**src/rtl/segment_sequencer.sv**
```systemverilog
// Stepper segment sequencer: pops motion records from the record fifo and
// turns each into evenly spaced step pulses with per-segment direction levels.
module segment_sequencer #(
   parameter int WordSize    = 8,
   parameter int RecordWords = 16,
   parameter int NumAxes     = 8,
   parameter int PulseWidth  = 4,
   parameter int CountBits   = 32
) (
   input  logic                              clk,
   input  logic                              rst_n,
   input  logic                              enable,
   input  logic                              abort,
   input  logic                              fifo_empty,
   input  logic [WordSize*RecordWords-1:0]   fifo_record,
   output logic                              fifo_read_en,
   output logic [NumAxes-1:0]                step,
   output logic [NumAxes-1:0]                dir,
   output logic                              busy,
   output logic                              underrun,
   input  logic                              clear_underrun,
   output logic [15:0]                       segments_done
);

   // state | meaning
   // IDLE  | waiting for enable and a complete record
   // FETCH | pop record, latch dir/mask/count, load period counter
   // RUN   | period counter running, step low
   // PULSE | step high for PulseWidth cycles, period counter still running
   typedef enum logic [1:0] {IDLE, FETCH, RUN, PULSE} state_t;

   localparam int                   PwBits     = $clog2(PulseWidth + 1);
   localparam logic [PwBits-1:0]    PwLoad     = PwBits'(PulseWidth);
   localparam logic [PwBits-1:0]    PwOne      = PwBits'(1);
   localparam logic [CountBits-1:0] CntOne     = CountBits'(1);
   localparam logic [CountBits-1:0] CntZero    = '0;
   localparam logic [CountBits-1:0] MinPeriod  = CountBits'(PulseWidth + 1);

   state_t                 state, state_next;
   logic [NumAxes-1:0]     mask;
   logic [CountBits-1:0]   steps_left;
   logic [CountBits-1:0]   period;
   logic [CountBits-1:0]   cnt;
   logic [PwBits-1:0]      pw_cnt;
   logic                   abort_seen;

   logic [CountBits-1:0]   rec_count;
   logic [CountBits-1:0]   rec_period;
   logic [CountBits-1:0]   peff;
   logic [NumAxes-1:0]     rec_dir;
   logic [NumAxes-1:0]     rec_mask;
   logic                   pulse_end;
   logic                   seg_end;
   logic                   unused_record;

   assign rec_count     = fifo_record[CountBits-1:0];
   assign rec_period    = fifo_record[CountBits +: CountBits];
   assign rec_dir       = fifo_record[2*CountBits +: NumAxes];
   assign rec_mask      = fifo_record[2*CountBits + 8 +: NumAxes];
   assign unused_record = ^fifo_record;

   // The pulse lives inside the period, so the period must exceed the pulse.
   assign peff      = (rec_period < MinPeriod) ? MinPeriod : rec_period;
   assign pulse_end = (state == PULSE) && (pw_cnt == PwOne);

   always_comb begin
      seg_end = 1'b0;
      case (state)
         FETCH:   seg_end = (rec_count == CntZero);
         RUN:     seg_end = abort;
         PULSE:   seg_end = pulse_end && ((steps_left == CntOne) || abort_seen || abort);
         default: seg_end = 1'b0;
      endcase
   end

   always_ff @(posedge clk or negedge rst_n) begin
      if (!rst_n) state <= IDLE;
      else        state <= state_next;
   end

   always_comb begin
      state_next = state;
      case (state)
         IDLE:  if (enable && !fifo_empty) state_next = FETCH;
         FETCH: state_next = (rec_count == CntZero) ? IDLE : RUN;
         RUN: begin
            if (abort)              state_next = IDLE;
            else if (cnt == CntOne) state_next = PULSE;
         end
         PULSE: if (pulse_end) state_next = seg_end ? IDLE : RUN;
         default: state_next = IDLE;
      endcase
   end

   always_comb begin
      fifo_read_en = (state == FETCH);
      busy         = (state != IDLE);
      step         = (state == PULSE) ? mask : '0;
   end

   always_ff @(posedge clk or negedge rst_n) begin
      if (!rst_n) begin
         mask       <= '0;
         dir        <= '0;
         steps_left <= '0;
         period     <= '0;
         cnt        <= '0;
         pw_cnt     <= '0;
         abort_seen <= 1'b0;
      end else begin
         case (state)
            FETCH: begin
               mask       <= rec_mask;
               dir        <= rec_dir;
               steps_left <= rec_count;
               period     <= peff;
               cnt        <= peff;
               abort_seen <= 1'b0;
            end
            RUN: begin
               if (cnt == CntOne) begin
                  cnt    <= period;
                  pw_cnt <= PwLoad;
               end else begin
                  cnt <= cnt - CntOne;
               end
            end
            PULSE: begin
               cnt <= cnt - CntOne;
               if (pulse_end) begin
                  steps_left <= steps_left - CntOne;
                  abort_seen <= 1'b0;
               end else begin
                  pw_cnt <= pw_cnt - PwOne;
                  if (abort) abort_seen <= 1'b1;
               end
            end
            default: ;
         endcase
      end
   end

   // A new underrun event takes priority over a coincident clear.
   always_ff @(posedge clk or negedge rst_n) begin
      if (!rst_n) begin
         segments_done <= '0;
         underrun      <= 1'b0;
      end else begin
         if (seg_end) segments_done <= segments_done + 16'd1;
         if (seg_end && enable && fifo_empty) underrun <= 1'b1;
         else if (clear_underrun)             underrun <= 1'b0;
      end
   end

endmodule

```
**config.mk**
```make
export PLATFORM = sky130hd
export DESIGN_NAME = segment_sequencer
export DESIGN_NICKNAME = d
export VERILOG_FILES = /design/src/rtl/segment_sequencer.sv
export SDC_FILE = /design/constraint.sdc
export NUM_CORES = 1
export LEC_CHECK = 0
export ABC_AREA = 1
export CORE_AREA = 2 2 114 160
export CTS_CLUSTER_DIAMETER = 200
export DETAILED_ROUTE_END_ITERATION = 7
export DIE_AREA = 0 0 116 162
export GPL_TIMING_DRIVEN = 0
export PLACE_DENSITY = 0.88
export REMOVE_ABC_BUFFERS = 1
export SLEW_MARGIN = 20
export SYNTH_ARGS = -nofsm -noshare
export SYNTH_HDL_FRONTEND = slang
export SYNTH_SLANG_ARGS = --single-unit
```
**constraint.sdc**
```tcl
create_clock -name clk -period 2.1 [get_ports clk]
set_clock_uncertainty 0.15 [all_clocks]
set_input_delay 0.21 -clock clk [delete_from_list [all_inputs] [get_ports clk]]
set_output_delay 0.21 -clock clk [all_outputs]
set_load 0.05 [all_outputs]
```
Yosys cells after proc, flatten, opt, wreduce, memory -nomap -nowiden
Index checks and enable logic that the tools add are counted. W data, S select, Z words.

Register bits: 135. Output and inout port bits: 35. Input bits: 134. Logic and storage cells: 68.

Reductions and logical operators: 19. Muxes and demuxes: 22. Eq/ne operators: 12. $lt $le $gt $ge: 1. Add/subtract/negate cells: 4.

Operators by type and width (number): $mux W32 (3); $pmux W32 S3 (1); $eq A32 B1 Y1 const B (2); $pmux W32 S2 (1); $sub A32 B1 Y32 const B (2); $logic_not A32 Y1 (1); $lt A32 B3 Y1 const B (1); $add A16 B1 Y16 const B (1); $mux W2 (6); $mux W8 (1); $ne A2 B2 Y1 const B (4); $pmux W2 S4 (1); $reduce_bool A2 Y1 (4); $mux W3 (2); $ne A3 B3 Y1 const B (2); $pmux W3 S2 (1); $reduce_and A3 Y1 (2); $logic_and A1 B1 Y1 (5); $eq A2 B2 Y1 const B (2); $mux W1 (4); $reduce_and A2 Y1 (2); $eq A3 B1 Y1 const B (1); $pmux W1 S3 (1); $reduce_bool A3 Y1 (1); other kinds (6) (7).

Depth between registers and ports, before layout
Gate-level depths: netlist of the first run.

Word-level depth: 8. Depth in mapped cells: 11. Mapped depth without buffers: 11.

Worst setup path after synthesis of the first run
Ideal clock, no wire load.

Path type: flip-flop to flip-flop. Start: register segments_done[0]. End: register segments_done[10]. Arrival time: 1.751 ns. Slack: 0.080 ns. Required time: 1.831 ns. Period minus slack after synthesis: 2.020 ns. Stages on the path, launching flop included: 9. Library setup time: 0.119 ns. Buffers on the path: 0. Path through: dfrtp_1 -> ha_1 -> and3_1 -> nand3_1 -> nor2_1 -> nand2_1 -> xnor2_1 -> nand2_1 -> nand2_1.

Cells in the longest elaborated chain, start to end: 1.

Ends and longest elaborated chain: start, declared (line 22) `output logic [15:0] segments_done`; start signal, assigned (line 149) `if (seg_end) segments_done <= segments_done + 16'd1;`; $add A16 B1 Y16 (line 149).

Every way passes these cells. A chain may end at the register's enable or synchronous reset.

Worst setup path after layout of the first run
Start: register cnt[8]. End: register cnt[3].

Cells in the longest elaborated chain, start to end: 3.

Ends and longest elaborated chain: start, declared (line 43) `logic [CountBits-1:0] cnt;`; start signal, assigned (line 117) `cnt <= peff;`; start signal, assigned (line 122) `cnt <= period;`; start signal, assigned (line 125) `cnt <= cnt - CntOne;`; $eq A32 B1 Y1 (line 121) `if (cnt == CntOne) begin`; $mux W32 (line 121); $pmux W32 S3 (line 111) `case (state)`.

Every way passes these cells.

==> results of run 1 <==
sequential cells by signal, indices dropped and copies added (netlist names):
signal / cells
period: 32
segments_done: 16
mask: 8
cnt: 32
steps_left: 32
pw_cnt: 3
abort_seen: 1
dir: 8
underrun: 1
state: 2
final timing paths:
check,startpoint,endpoint,slack (ns),cells after the start
setup / recovery,cnt[8],cnt[3],0.02,10
hold / removal,rst_n,cnt[25],0.12,2
setup reg to reg,cnt[8],cnt[3],0.02,10
hold reg to reg,period[12],period[12],0.33,2
max in group asynchronous,rst_n,state[1],0.86,3
min in group clk,fifo_record[69],dir[5],0.16,3
layout by cell type (no fill, tap or decap), types with 6 or more instances in the layout:
| cell | n |
|---|---|
| nand2_2 | 6 |
| dlymetal6s2s_1 | 6 |
| buf_12 | 8 |
| clkdlybuf4s50_1 | 98 |
| o21ai_0 | 83 |
| buf_4 | 30 |
| nand2_1 | 362 |
| clkbuf_16 | 18 |
| xor2_1 | 29 |
| nor2_4 | 15 |
| nand3_1 | 102 |
| inv_1 | 126 |
| a21oi_1 | 45 |
| dfrtp_1 | 133 |
| nor2_2 | 18 |
| nor2_1 | 236 |
| buf_2 | 7 |
| o21bai_1 | 6 |
| nor3_1 | 13 |
| nand4_1 | 27 |
| xnor2_1 | 6 |
| clkinv_4 | 6 |
worst reg2reg max path, cell delays in order (launching register included):
cell and delay, ns:
dfrtp_1 0.44, nor2_2 0.25, nand2_2 0.13, nor2_4 0.17, nand3_4 0.17, nor2_8 0.20
buf_12 0.16, nand2_1 0.05, nand2_1 0.05, inv_1 0.04, a21oi_1 0.17
layer usage:
metal  up-vias  routed length, um  share of wire  global-route usage
met4         0               1780          0.062               0.196
met3       140               2230          0.078              0.0493
met5         -                  0              0                   0
met1      4432              10200           0.35               0.338
met2       522              14500           0.51               0.499
li1       4458                  -              -                   -
kinds of logic (layout without fill, tap and decap cells):
| family | count (synthesis) | in the layout |
|---|---|---|
| AO/OA/AOI/OAI | 153 | 153 |
| XOR/XNOR | 35 | 35 |
| adder cells (fa/ha/maj) | 7 | 7 |
| buffers and inverters | 173 | 334 |
| flip-flops | 135 | 135 |
| AND/OR/NAND/NOR | 802 | 804 |
stage by stage:
stage / hold WS [ns] / setup WS [ns] / cell area, um2
2_1_floorplan: -0.236 / -2.50 / 8500
3_3_place_gp: 0.312 / -5.10 / 10000
3_5_place_dp: -0.0184 / -2.54 / 10100
4_1_cts: 0.128 / -0.0572 / 11100
5_1_grt: 0.145 / -0.0406 / 11500
6_report: 0.121 / 0.0210 / 11500
report_power, final:
part	total [uW]	internal, uW	switching, uW
clock network	3360	2110	1250
logic	8170	2890	5280
registers	4980	3810	1180
total	16500	8820	7700
layout make-up:
| cell class | count | area share |
|---|---|---|
| Clock buffer | 17 | 0.0371 |
| Clock inverter | 15 | 0.0199 |
| Inverter | 134 | 0.0481 |
| Multi-Input combinational cell | 999 | 0.423 |
| Sequential cell | 135 | 0.295 |
| Tap cell | 236 | 0.0258 |
| Timing Repair Buffer | 163 | 0.148 |
| Timing Repair inverter | 5 | 0.00338 |
what timing repair did:
action | CTS | global route
endpoints found under the hold margin | 135 | 0
hold buffers | 1 | 0
gates cloned | 6 | 3
setup endpoints to repair | 150 | 92
resized for setup | 82 | 52
pin swaps | 5 | 11
setup buffers | 13 | 23
==> metrics.yaml, run 1 <==
status:
  status: "finished clean"
min_path:
  hold_path.class: "in2async"
synth:
  yosysWarnings: 0
  synth_common_cells: "nand2_1 (365), nor2_1 (251), dfrtp_1 (135)"
  yosys.area.top_type: "dfrtp_1"
  yosys-top-cells-area: "dfrtp_1 (39%), nand2_1 (16%), nor2_1 (11%)"
  ys_ff_latch: 135
  synth_top_family_by_area: "simple AND/OR/NAND/NOR gates"
  syn_avg_cell_area_um2: 6.65
  yosysUniqueCellTypes: 43
  synth-edff-count: 0
  yosysSeqAreaShare: 0.389
  synth_most_common_cell: "nand2_1"
  synthXorXnorAreaFrac: 0.0353
  synth_fa_ha_area_frac: 0.0101
  netlist.area_leader.share: 0.389
  async_reset_ff_frac: 1.00
  syn_inst: 1305
  ys.flop_type: "dfrtp_1"
  synth_area_um2: 8680
  synth_compound_area_frac: 0.0944
  synthMuxAreaShare: 0
  synth-simple-area-share: 0.393
setup_path:
  start_kind: "flop"
  crit_family: "simple AND/OR/NAND/NOR gates"
  path_buf_inv: 2
  path_cells: "nor2_2, nand2_2, nor2_4, nand3_4, nor2_8, buf_12, nand2_1, nand2_1, inv_1, a21oi_1"
  cpPeakStageDelay_ns: 0.44
  path_common_cell: "nand2_1"
  path_max_fanout: 7
  slowest_stage: "dfrtp_1"
  cp-end-kind: "flop"
  crit_required_ns: 2.29
  critPathArrivalTime_ns: 2.27
  crit_type: "reg2reg"
route:
  dr.pass1.iters: 5
  ant_nets: 0
  drt_iter0_drc: 916
  vias_per_cell: 5.61
  drt_wl_total_um: 28700
  wl_per_cell_um: 16.8
  num_vias: 9552
  drc: 0
finish:
  regArea_um2: 3380
  multi_input_area_um2: 4850
  fin_cells: 1704
  final_util: 0.664
  antenna_cells: 0
  drive_above_1_share: 0.110
  n_fill_cell: 1381
  syn_to_final_growth_pct: 32.1
  nets: 1596
global_routing:
  grt_usage: 0.295
  grt_pass1_vias: 9124
  grt_pass1_wl_um: 43500
  grt_start_max_net_pins: 92
  grt_overflow_total: 0
  antenna_found_initial: 0
floorplanning:
  fp.dieH_um: 162
  pin_count: 169
  die_x_um: 116
  dieArea_um2: 18800
  core_area_um2: 17300
  start_util: 0.503
  std_cell_rows: 57
job:
  maxCapViolations: 0
power_and_ir_drop:
  p_total_uw: 16500
  p_leak_uw: 0.00544
  p_per_area_nw_per_um2: 1440
  ir_drop_uv: 886
timing:
  period_needed_ns: 2.08
  fin_tns_setup_ns: 0
  final_hold_viol_count: 0
  finalCritPeriodShare: 0.990
  slew_viol_final: 0
  slew_headroom: 0.643
  setup_viol: 0
  max_freq_ghz: 0.481
  worst_pin_slew_ns: 0.538
clock_tree:
  clock-sinks: 135
  cts_buffers: 17
  ctsLongestPathBuffers: 2
  cts_root_buf: "clkbuf_16"
  htree_levels: 4
  tritoncts: "yes"
  clkSlewWorstSetupHoldPaths_ns: 0.06
  insertion_delay_ns: 0.44
place:
  dp_hpwl_um: 17400
  routabilityCongestion: 0.927
  placedCellCount: 1626
  io_buffers: 120
Power figures use the tool's default switching activity.
==> inputs of run 2 (changes only) <==
Settings changed: CAP_MARGIN set to 10.
Clock period 2.1 ns to 2.5 ns, I/O delays scaled along.
==> metrics.yaml, run 2 (same netlist as run 1, synthesis figures left out) <==
setup_path:
  start_kind: "flop"
  crit_type: "reg2out"
  slowest_stage: "dfrtp_1"
  worst-r2r-cell-count: 9
  cp-end-kind: "primary output"
  path_cells: "nor2_4, clkinv_4, buf_12, clkdlybuf4s15_2"
  cpPeakStageDelay_ns: 0.55
  critPathArrivalTime_ns: 2.04
  path_max_fanout: 32
  crit_required_ns: 2.10
route:
  dr.pass1.iters: 5
  num_vias: 9001
  drt_iter0_drc: 691
  wl_per_cell_um: 15.5
  drt_wl_total_um: 25700
  ant_nets: 0
  vias_per_cell: 5.40
  drc: 0
place:
  io_buffers: 120
  dp_hpwl_um: 17400
  routabilityCongestion: 0.927
  placedCellCount: 1626
clock_tree:
  tritoncts: "yes"
  cts_buffers: 17
  cts_root_buf: "clkbuf_16"
  clock-sinks: 135
  insertion_delay_ns: 0.43
  htree_levels: 4
  ctsLongestPathBuffers: 2
  clkSlewWorstSetupHoldPaths_ns: 0.06
finish:
  syn_to_final_growth_pct: 26.3
  n_fill_cell: 1521
  nets: 1558
  drive_above_1_share: 0.0706
  final_common_cell: "nand2_1"
  antenna_cells: 0
  final_cell_mix: "nand2_1 (363), nor2_1 (249), dfrtp_1 (134)"
  top_regs: "cnt: 32 flops, period: 32 flops, steps_left: 32 flops"
  fin_cells: 1666
global_routing:
  grt_usage: 0.281
  antenna_found_initial: 0
  grt_start_max_net_pins: 92
  grt_pass1_vias: 8905
  grt_overflow_total: 0
  grt_pass1_wl_um: 41700
timing:
  max_freq_ghz: 0.410
  setup_viol: 0
  slew_headroom: 0.621
  fin_tns_setup_ns: 0
  slew_viol_final: 0
  final_hold_viol_count: 0
  worst_pin_slew_ns: 0.566
  rsz0062_at_grt: "no"
  finalCritPeriodShare: 0.976
  period_needed_ns: 2.44
  hold_ws_ns: 0.160
power_and_ir_drop:
  ir_drop_uv: 636
  p_per_area_nw_per_um2: 1180
  p_leak_uw: 0.00506
floorplanning:
  dieArea_um2: 18800
  pin_count: 169
  die_x_um: 116
  std_cell_rows: 57
  fp.dieH_um: 162
  start_util: 0.503
  core_area_um2: 17300
min_path:
  hold_path.class: "in2async"
status:
  status: "finished clean"
job:
  maxCapViolations: 0
[run 2: cell count changes in the layout (fill, tap and decap cells not counted), moves of 4 or more]
cell,delta
buf_12,-6
buf_2,-7
buf_4,-26
clkdlybuf4s15_2,+9
clkdlybuf4s50_1,+11
dlygate4sd2_1,-5
dlymetal6s2s_1,-6
nor2_1,+13
nor2_2,-4
nor2_4,-9
[run 2: layout make-up]
cell class / count / area [um2] / area share
clock buffer: 17 / 425 / 0.0388
clock inverter: 15 / 228 / 0.0208
tap: 236 / 295 / 0.0269
multi-input combinational: 998 / 4700 / 0.429
sequential: 135 / 3380 / 0.309
timing repair inverter: 1 / 5.00 / 0.000457
timing repair buffer: 130 / 1370 / 0.125
inverter: 134 / 559 / 0.0510
[run 2: worst max-delay path, delay by kind of cell, from the launching register on]
| kind | cells | cell delay [ns] |
|---|---|---|
| flip-flops | 1 | 0.55 |
| AND/OR/NAND/NOR | 1 | 0.27 |
| buffers and inverters | 3 | 0.77 |
[run 2: power by group]
part,switching (uW),total [uW],internal [uW]
combinational,4030,6040,2010
clock,1050,2820,1780
sequential,919,4120,3200
[run 2: worst paths after layout]
path	from	endpoint	slack, ns
worst max register to register	state[1]	steps_left[16]	0.17
max in group asynchronous	rst_n	state[1]	1.19
worst min register to register	dir[5]	dir[5]	0.33
min in group clk	fifo_record[69]	dir[5]	0.20
worst max-delay path	state[0]	busy	0.06
worst min-delay path	rst_n	cnt[25]	0.16
[run 2: layer usage]
layer	up-vias	wire, um	share of wire	GRT usage
li1	4364	-	-	-
met4	0	1220	0.047	0.162
met2	329	13400	0.52	0.491
met5	-	0	0	0
met1	4225	9550	0.37	0.320
met3	83	1570	0.061	0.0448
[run 2: what timing repair did]
action,4_1_cts,5_1_grt
hold endpoints to repair,44,0
pin swaps,2,0
resized for setup,60,2
buffers inserted,4,1
cloned,2,0
hold buffers,1,0
setup endpoints to repair,145,32
[run 2: stage by stage]
stage	total power (uW)	area (um2)	setup WS (ns)	util
final	13000	11000	0.0612	0.635
after global routing	13900	11000	0.0223	0.635
after CTS	12900	10900	0.0350	0.634
after detailed placement	9800	10100	-2.14	0.586
after global placement	9480	10000	-4.70	0.579
after floorplan	7920	8500	-2.10	-
